### config.mk
export PLATFORM = sky130hd
export DESIGN_NAME = cpu_program_feeder_flat
export DESIGN_NICKNAME = d
export VERILOG_FILES = /design/src/rtl/cpu_program_feeder_if.sv /design/src/rtl/cpu_program_feeder.sv /design/src/flat_wrapper.sv
export SDC_FILE = /design/constraint.sdc
export NUM_CORES = 1
export LEC_CHECK = 0
export ABC_AREA = 1
export CAP_MARGIN = 15
export CORE_ASPECT_RATIO = 1.1
export CORE_MARGIN = 3
export CORE_UTILIZATION = 35
export DETAILED_ROUTE_END_ITERATION = 16
export PLACE_DENSITY = 0.55
export SLEW_MARGIN = 15
export SYNTH_ARGS = -nofsm -noshare
export SYNTH_HDL_FRONTEND = slang
export SYNTH_SLANG_ARGS = --single-unit
### constraint.sdc
create_clock -name clk -period 2.5 [get_ports clk]
set_input_delay 0.375 -clock clk [delete_from_list [all_inputs] [get_ports clk]]
set_output_delay 0.375 -clock clk [all_outputs]
set_load 0.02 [all_outputs]
### src/rtl/cpu_program_feeder_if.sv
// Bundle between the program feeder and its neighbours: load port, CPU-facing bus and run status.
interface cpu_program_feeder_if #(
    parameter int unsigned AW = 5
) ();
    logic          load_valid;
    logic [7:0]    load_data;
    logic          load_ready;
    logic          go;
    logic          clear;
    logic [7:0]    cpu_status;
    logic [7:0]    cpu_result;
    logic [7:0]    cpu_instr;
    logic          result_valid;
    logic [7:0]    result_data;
    logic [AW:0]   prog_len;
    logic          busy;
    logic          done;
    logic          sync_err;

    modport slave (
        input  load_valid, load_data, go, clear, cpu_status, cpu_result,
        output load_ready, cpu_instr, result_valid, result_data, prog_len, busy, done, sync_err
    );

    modport master (
        output load_valid, load_data, go, clear, cpu_status, cpu_result,
        input  load_ready, cpu_instr, result_valid, result_data, prog_len, busy, done, sync_err
    );
endinterface

### src/rtl/cpu_program_feeder.sv
// Program-side responder for the 8-bit CPU: buffers a loaded program, serves opcode/immediate
// bytes in step with the CPU state bus, and captures the CPU result after each writeback.
module cpu_program_feeder #(
    parameter int unsigned DEPTH = 32,
    parameter int unsigned AW    = 5
) (
    input  logic                  clk,
    input  logic                  rst,
    cpu_program_feeder_if.slave   bus
);
    localparam int unsigned DW = 8;

    localparam logic [1:0] S_IDLE = 2'd0;
    localparam logic [1:0] S_ARM  = 2'd1;
    localparam logic [1:0] S_RUN  = 2'd2;
    localparam logic [1:0] S_DONE = 2'd3;

    localparam logic [1:0] CPU_F  = 2'b00;
    localparam logic [1:0] CPU_D  = 2'b01;
    localparam logic [1:0] CPU_WB = 2'b11;

    logic [DW-1:0] mem_q [DEPTH];

    logic [1:0]    state_q,   state_d;
    logic [AW:0]   wptr_q,    wptr_d;
    logic [AW:0]   rptr_q,    rptr_d;
    logic [1:0]    prev_st_q, prev_st_d;
    logic          pend_q,    pend_d;
    logic          rvalid_q,  rvalid_d;
    logic [DW-1:0] rdata_q,   rdata_d;
    logic          serr_q,    serr_d;

    logic          mem_we_c;
    logic          load_ready_c;
    logic [DW-1:0] instr_c;
    logic [1:0]    st_c;
    logic [AW+1:0] rptr_nx2_c;
    logic          unused_pc_c;

    // Bytes at or beyond the loaded length read as zero.
    function automatic logic [DW-1:0] rd_byte(input logic [AW:0] addr);
        if (addr < wptr_q) return mem_q[addr[AW-1:0]];
        return '0;
    endfunction

    assign st_c        = bus.cpu_status[1:0];
    assign unused_pc_c = ^bus.cpu_status[7:2];
    assign rptr_nx2_c  = (AW+2)'(rptr_q) + (AW+2)'(2);

    always_comb begin
        state_d      = state_q;
        wptr_d       = wptr_q;
        rptr_d       = rptr_q;
        prev_st_d    = st_c;
        pend_d       = 1'b0;
        rvalid_d     = pend_q;
        rdata_d      = pend_q ? bus.cpu_result : rdata_q;
        serr_d       = serr_q;
        mem_we_c     = 1'b0;
        instr_c      = '0;
        load_ready_c = (state_q == S_IDLE) && (wptr_q < (AW+1)'(DEPTH));

        case (state_q)
            S_IDLE: begin
                if (bus.load_valid && load_ready_c) begin
                    mem_we_c = 1'b1;
                    wptr_d   = wptr_q + (AW+1)'(1);
                end
                if (bus.go && ((wptr_q != '0) || mem_we_c)) begin
                    state_d = S_ARM;
                    rptr_d  = '0;
                end
            end
            S_ARM: begin
                // The first observed FETCH is served here and becomes the first RUN step.
                if (st_c == CPU_F) begin
                    instr_c = rd_byte(rptr_q);
                    state_d = S_RUN;
                end
            end
            S_RUN: begin
                case (st_c)
                    CPU_F:   instr_c = rd_byte(rptr_q);
                    CPU_D:   instr_c = rd_byte(rptr_q + (AW+1)'(1));
                    default: instr_c = '0;
                endcase
                if (st_c != 2'(prev_st_q + 2'd1)) begin
                    serr_d  = 1'b1;
                    state_d = S_DONE;
                end else if (st_c == CPU_WB) begin
                    rptr_d = rptr_q + (AW+1)'(2);
                    pend_d = 1'b1;
                    if (rptr_nx2_c >= (AW+2)'(wptr_q)) state_d = S_DONE;
                end
            end
            default: ;
        endcase

        if (bus.clear) begin
            state_d  = S_IDLE;
            wptr_d   = '0;
            rptr_d   = '0;
            serr_d   = 1'b0;
            pend_d   = 1'b0;
            rvalid_d = 1'b0;
            rdata_d  = rdata_q;
            mem_we_c = 1'b0;
        end
    end

    always_ff @(posedge clk) begin
        if (rst) begin
            state_q   <= S_IDLE;
            wptr_q    <= '0;
            rptr_q    <= '0;
            prev_st_q <= '0;
            pend_q    <= 1'b0;
            rvalid_q  <= 1'b0;
            rdata_q   <= '0;
            serr_q    <= 1'b0;
        end else begin
            state_q   <= state_d;
            wptr_q    <= wptr_d;
            rptr_q    <= rptr_d;
            prev_st_q <= prev_st_d;
            pend_q    <= pend_d;
            rvalid_q  <= rvalid_d;
            rdata_q   <= rdata_d;
            serr_q    <= serr_d;
        end
    end

    // Program buffer has no reset; unloaded locations are masked by rd_byte.
    always_ff @(posedge clk) begin
        if (mem_we_c && !rst) mem_q[wptr_q[AW-1:0]] <= bus.load_data;
    end

    assign bus.load_ready   = load_ready_c;
    assign bus.cpu_instr    = instr_c;
    assign bus.result_valid = rvalid_q;
    assign bus.result_data  = rdata_q;
    assign bus.prog_len     = wptr_q;
    assign bus.busy         = (state_q == S_ARM) || (state_q == S_RUN);
    assign bus.done         = (state_q == S_DONE);
    assign bus.sync_err     = serr_q;
endmodule

### src/flat_wrapper.sv
// flat-port wrapper written by rule: the top's interface ports become plain ports
module cpu_program_feeder_flat 
#(
    parameter int unsigned DEPTH = 32,
    parameter int unsigned AW    = 5
)
  (clk, rst, bus_load_valid, bus_load_data, bus_go, bus_clear, bus_cpu_status, bus_cpu_result, bus_load_ready, bus_cpu_instr, bus_result_valid, bus_result_data, bus_prog_len, bus_busy, bus_done, bus_sync_err);
  cpu_program_feeder_if #(.AW(AW)) bus_i ();
  input  logic clk;
  input  logic rst;
  input wire logic [$bits(bus_i.load_valid)-1:0] bus_load_valid;
  input wire logic [$bits(bus_i.load_data)-1:0] bus_load_data;
  input wire logic [$bits(bus_i.go)-1:0] bus_go;
  input wire logic [$bits(bus_i.clear)-1:0] bus_clear;
  input wire logic [$bits(bus_i.cpu_status)-1:0] bus_cpu_status;
  input wire logic [$bits(bus_i.cpu_result)-1:0] bus_cpu_result;
  output wire logic [$bits(bus_i.load_ready)-1:0] bus_load_ready;
  output wire logic [$bits(bus_i.cpu_instr)-1:0] bus_cpu_instr;
  output wire logic [$bits(bus_i.result_valid)-1:0] bus_result_valid;
  output wire logic [$bits(bus_i.result_data)-1:0] bus_result_data;
  output wire logic [$bits(bus_i.prog_len)-1:0] bus_prog_len;
  output wire logic [$bits(bus_i.busy)-1:0] bus_busy;
  output wire logic [$bits(bus_i.done)-1:0] bus_done;
  output wire logic [$bits(bus_i.sync_err)-1:0] bus_sync_err;
  assign bus_i.load_valid = bus_load_valid;
  assign bus_i.load_data = bus_load_data;
  assign bus_i.go = bus_go;
  assign bus_i.clear = bus_clear;
  assign bus_i.cpu_status = bus_cpu_status;
  assign bus_i.cpu_result = bus_cpu_result;
  assign bus_load_ready = bus_i.load_ready;
  assign bus_cpu_instr = bus_i.cpu_instr;
  assign bus_result_valid = bus_i.result_valid;
  assign bus_result_data = bus_i.result_data;
  assign bus_prog_len = bus_i.prog_len;
  assign bus_busy = bus_i.busy;
  assign bus_done = bus_i.done;
  assign bus_sync_err = bus_i.sync_err;
  cpu_program_feeder #(.DEPTH(DEPTH), .AW(AW)) u_core (.clk(clk), .rst(rst), .bus(bus_i));
endmodule
== Word level (Yosys, flattened, before mapping) ==
Memory sizes are Yosys's and may differ from the RTL's. A register that Yosys moved wholly into a read port is not among the register bits.
Index checks and enable logic that the tools add are counted.
Word-level totals
  RAM bits: 256
  bits in registers: 27
  output and inout bits: 27
  memories: 1
  logic and storage cells: 85
  input bits: 29
Cells by class
  mux-type cells: 34
  equal/unequal tests: 12
  reductions and logical operators: 19
  add/sub/neg operators: 5
  bitwise gates (word level): 2
  $lt $le $gt $ge: 4
Memories
  u_core.mem_q: words 32, width 8, read ports 2, clocked after memory_dff 1, wr ports 1, RTL line cpu_program_feeder.sv:22  | logic [DW-1:0] mem_q [DEPTH];
Operators by type and width (count)
  2-to-1 mux 8 bit: 6
  one-hot mux 8 bit (2 select lines): 2
  2-to-1 mux 6 bit: 3
  2-to-1 mux 1 bit: 14
  adder 6 x 1 -> 6 bit, second input constant: 2
  less-than comparator 6 bit: 2
  one-hot mux 6 bit (2 select lines): 1
  2-to-1 mux 2 bit: 5
  2-to-1 mux 5 bit: 2
  adder 6 x 2 -> 7 bit, second input constant: 1
  greater-or-equal comparator 7 x 6 -> 1 bit: 1
  adder 6 x 2 -> 6 bit, second input constant: 1
  equality test 2 bit, second input constant: 3
  less-than comparator 6 bit, second input constant: 1
  inequality test 3 x 1 -> 1 bit, second input constant: 2
  one-hot mux 2 bit (3 select lines): 1
  AND reduction 2 bit: 3
  nonzero test 6 bit: 1
  AND reduction 5 bit: 1
  equality test 2 x 1 -> 1 bit, second input constant: 2
  logical AND 1 bit: 4
  logical NOT 2 bit: 2
  inequality test 2 x 1 -> 1 bit, second input constant: 2
  inequality test 2 bit, second input constant: 2
  other kinds (10): 12

== Depth between registers and ports, before layout ==
  word-level depth: 11
  depth in mapped cells: 16

== Worst setup path before layout ==
No wires, ideal clock.
  kind: reg2out
  start point: register u_core.rptr_q[2]
  end point: output port bus_cpu_instr[6]
  required time: 2125 ps
  buffers on the path: 0
  stages on the path, launching flop included: 10
  arrival time: 2340 ps
  slack: -215 ps
  cells stage by stage: dfxtp_1 -> ha_1 -> nand2_1 -> nor2_1 -> xor2_1 -> o21ai_0 -> ha_1 -> nor4_2 -> nand3_1 -> a21oi_1
On the way
  cells in the longest elaborated chain, start to end: 8
RTL lines
  start, declared: RTL line cpu_program_feeder.sv:26  | logic [AW:0] rptr_q, rptr_d;
  start signal, assigned: RTL line cpu_program_feeder.sv:124  | rptr_q <= rptr_d;
  adder 6 x 1 -> 6 bit: RTL line cpu_program_feeder.sv:84  | CPU_D: instr_c = rd_byte(rptr_q + (AW+1)'(1));
  less-than comparator 6 bit: RTL line cpu_program_feeder.sv:42  | if (addr < wptr_q) return mem_q[addr[AW-1:0]];
  2-to-1 mux 1 bit: RTL line cpu_program_feeder.sv:42
  2-to-1 mux 1 bit: RTL line cpu_program_feeder.sv:82  | case (st_c)
  2-to-1 mux 1 bit: RTL line cpu_program_feeder.sv:63  | case (state_q)
  2-to-1 mux 8 bit: RTL line cpu_program_feeder.sv:43  | return '0;
  one-hot mux 8 bit (2 select lines): RTL line cpu_program_feeder.sv:82
  one-hot mux 8 bit (2 select lines) (*): RTL line cpu_program_feeder.sv:63
  end, declared: RTL line flat_wrapper.sv:18  | output wire logic [$bits(bus_i.cpu_instr)-1:0] bus_cpu_instr;
Mark *: on every way between the ends. The rest lies on a longest branch, timed or not. The select of a mux whose other input is x is not followed.

== Worst setup path after layout ==
  start point: register u_core.rptr_q[1]
  end point: output port bus_cpu_instr[5]
The elaborated chain is that of the path after synthesis.

==> out/results.tsv <==
stage	metric	value	unit
sta	RSZ-0062 raised after global routing	yes	
routing	Antenna Nets Post-Route	0	
die	Die X-Extent	202	um
synth	average size of a mapped cell	8.67	um2
clock_tree	Clock transition at path regs	0.06	ns
setup_path	R2R Path Start	u_core.rptr_q[1]$_SDFFE_PP0P_	
routing	routed wl met3	4320	um
placed_design	post-DP HPWL	32400	um
finish	Post-Layout Cell Count	2439	
synth	Netlist Area Pre-Place	14700	um2
clock_tree	Sink Count	288	
setup_path	Critical path origin	u_core.rptr_q[1]$_SDFFE_PP0P_	
synth	main area contributors after synthesis	edfxtp_1 (52%), nand3_1 (17%), nand2_1 (15%)	
finish	Final nets	1911	
synth	Simple-Gate Fraction of Synth Area	34.6	%
sta	setup_tns	-3.86	ns
sta	Worst-Margin Slew	0.578	ns
setup_path	RR Endpoint	u_core.state_q[0]$_SDFFE_PP0P_	
setup_path	CP Class	reg2out	
run_status	violated checks	negative setup slack	
synth	area leader, netlist	edfxtp_1	
setup_path	delay of the slowest critical-path stage	0.39	ns
finish	fill cell count	3883	
grt	Total GRT Usage	22.4	%
synth	main combinational cell family by area after synthesis	simple AND/OR/NAND/NOR gates	
run_status	status	finished, violations left	
die	Rows	78	
routing	final WL	51100	um
worst_hold_path	Hold Path Class	in2reg	
synth	Synth Net Count	1759	
power	PD cells	599	nW/um2
setup_path	crit path max fanout	8	
synth	post-synth cell types	31	
die	core area	41500	um2
routing	number of detailed-route iterations in the first pass	5	
synth	share of the synthesized area in the top cell type	52.1	%
synth	top post-synthesis cells by count	nand2_1 (606), nand3_1 (497), edfxtp_1 (256)	
setup_path	CP endpoint	bus_cpu_instr[5]	
setup_path	crit path launch type	flip-flop	
grt	first-pass GRT wire length	77200	um
finish	area delta synth->final	26.2	%
placed_design	IO Port Bufs	49	
sta	Slew HR	61.2	%
placed_design	pre-CTS setup slack	-0.565	ns
setup_path	slowest CP cell	dfxtp_4	
sta	worst setup margin	-0.467	ns
worst_hold_path	worst hold stages	3	
routing	WL met2	24400	um
setup_path	Worst Path Arrival	2.59	ns
clock_tree	CTS tree	built	
power	maximum VDD drop	455	uV
sta	max frequency	0.337	GHz
finish	layout cells sized above 1	15.9	%
routing	DR vias/cell	5.48	
sta	Final period util	119	%
sta	Fin. Hold Viols	0	
synth	Syn. warnings	0	
routing	DRT met1 WL	20600	um
die	Initial Util	35.6	%
finish	Util after Layout	44.9	%
setup_path	Crit. End Element	output port	
routing	Routed WL per cell	21.0	um
clock_tree	CTS buffer count	36	
sta	Final min period	2.97	ns
clock_tree	Clock Tree Root	clkbuf_16	
clock_tree	CTS H-tree depth	2	
synth	Post-synth EDFFs	256	
die	DIE AREA	44600	um2
die	Die Span Y	221	um
die	Ports	56	
routing	DR top layer	met4	
synth	asr flop ratio synth	0	%
setup_path	CP required	2.12	ns
grt	pin count of the biggest net entering global routing	49	
synth	Compound-Gate Fraction of Synth Area	1.61	%
grt	vias in the first global route	13100	
sta	clock skew	0.0114	ns
synth	XOR/XNOR Fraction of Synth Area	0.288	%
placed_design	total placed cells including tap cells	2366	
placed_design	Placer Congestion	0.929	
synth	Synth Area in Adders	2.38	%
setup_path	R2R cell count	20	
power	Static Leak	7.15	nW
setup_path	R2R Setup Slk	-0.14	ns
clock_tree	CTS Buffer Depth	3	
grt	GRT overflow	0	
sta	# setup viols final	10	
synth	count leader, synth	nand2_1	
setup_path	crit-path cells	ha_4, nand2_4, nor2_4, xor2_2, o21ai_2, ha_2, nor4_4, buf_12, nand3_2, a21oi_4, buf_6	
sta	Slew Limit Fails	0	
synth	Primary FF master, synth	edfxtp_1	
routing	vias post-DR	13400	
routing	# DRC	0	
clock_tree	hold_buf cts	0	
routing	drt initial violations	1539	
synth	register area share after synthesis	56.5	%
clock_tree	worst skew pair latency	0.53	ns
synth	post-synthesis mux area share	0	%
synth	synthesis-stage register bit count	288	
synth	cell count after synthesis	1702	
flow_run	max_cap viols	0	
grt	initial antenna violation count	0	
sequential cells by signal, indices dropped and copies added (netlist names), named ones only:
signal and count:
u_core.bus.result_valid 1, u_core.bus.prog_len 6, u_core.prev_st_q 2, u_core.mem_q 256
u_core.bus.result_data 8, u_core.bus.sync_err 1, u_core.state_q 2, u_core.rptr_q 6
u_core.pend_q 1
per-stage QoR:
stage	area, um2	hold slack, ns	power [mW]
floorplan	14800	0.417	5.87
global placement	17200	0.449	6.37
detailed placement	17200	0.445	6.38
CTS	18500	0.391	11.2
global route	18600	0.400	11.5
finish	18600	0.411	11.1
layout by cell type (no fill, tap or decap), drive strengths merged:
cell	n
nand2	608
o21ai	13
a21boi	1
inv	50
nor3	6
nand3b	1
clkbuf	43
clkdlybuf4s50	40
diode	1
a21oi	30
xor2	4
ha	28
nand3	497
buf	178
nor2	59
a21o	1
edfxtp	256
bufinv	1
clkinv	18
dlymetal6s2s	1
clkinvlp	2
dfxtp	32
bufbuf	1
nand4	4
nor4	4
cells by family after synthesis:
logic type / after synthesis
buf+inv: 158
compound gates: 45
fa+ha+maj: 28
xor+xnor: 4
flops: 288
simple gates: 1179
area by class of cell:
class | instances | area [um2] | share of cell area, %
diodes | 1 | 2.50 | 0.0134
clock buffers | 43 | 948 | 5.09
clock inverters | 19 | 115 | 0.618
inverters | 52 | 208 | 1.12
multi-input cells | 1256 | 6060 | 32.5
flip-flops and latches | 288 | 8340 | 44.8
well taps | 560 | 701 | 3.76
repair buffers | 220 | 2240 | 12.0
worst min-delay path by stage:
stage,from,end,slack [ns]
3_3_place_gp,u_core.pend_q$_SDFF_PP0_,u_core.bus.result_valid$_SDFF_PP0_,0.45
3_5_place_dp,u_core.pend_q$_SDFF_PP0_,u_core.bus.result_valid$_SDFF_PP0_,0.45
4_1_cts,bus_cpu_result[5],u_core.bus.result_data[5]$_SDFFE_PP0P_,0.39
6_report,bus_cpu_result[5],u_core.bus.result_data[5]$_SDFFE_PP0P_,0.41
5_1_grt,bus_cpu_result[3],u_core.bus.result_data[3]$_SDFFE_PP0P_,0.40
2_1_floorplan,u_core.pend_q$_SDFF_PP0_,u_core.bus.result_valid$_SDFF_PP0_,0.42
metal layers:
| metal | up-vias | track usage [%] |
|---|---|---|
| met5 | - | 0 |
| met4 | 0 | 8.08 |
| met3 | 109 | 3.97 |
| met2 | 675 | 37.5 |
| met1 | 6426 | 29.2 |
| li1 | 6154 | - |
what timing repair did:
action,CTS,global route
gates cloned,2,0
endpoints found under the setup margin,8,11
setup buffers,5,3
gates resized for setup,72,34
pin swaps,16,21
worst max-delay path: cells and delay by family (launching register included):
kind	cells	cell delay (ns)
and+or+nand+nor	4	0.58
DFF	1	0.39
buffers and inverters	2	0.33
adders and majority gates	2	0.33
AOI/OAI and AO/OA	2	0.25
xor gates and xnor gates	1	0.18
report_power, final:
group | switching [mW] | internal [mW]
sequential | 0.0209 | 5.25
combinational | 0.683 | 0.389
clock | 2.01 | 2.79
(Power assumes the default switching activity.)
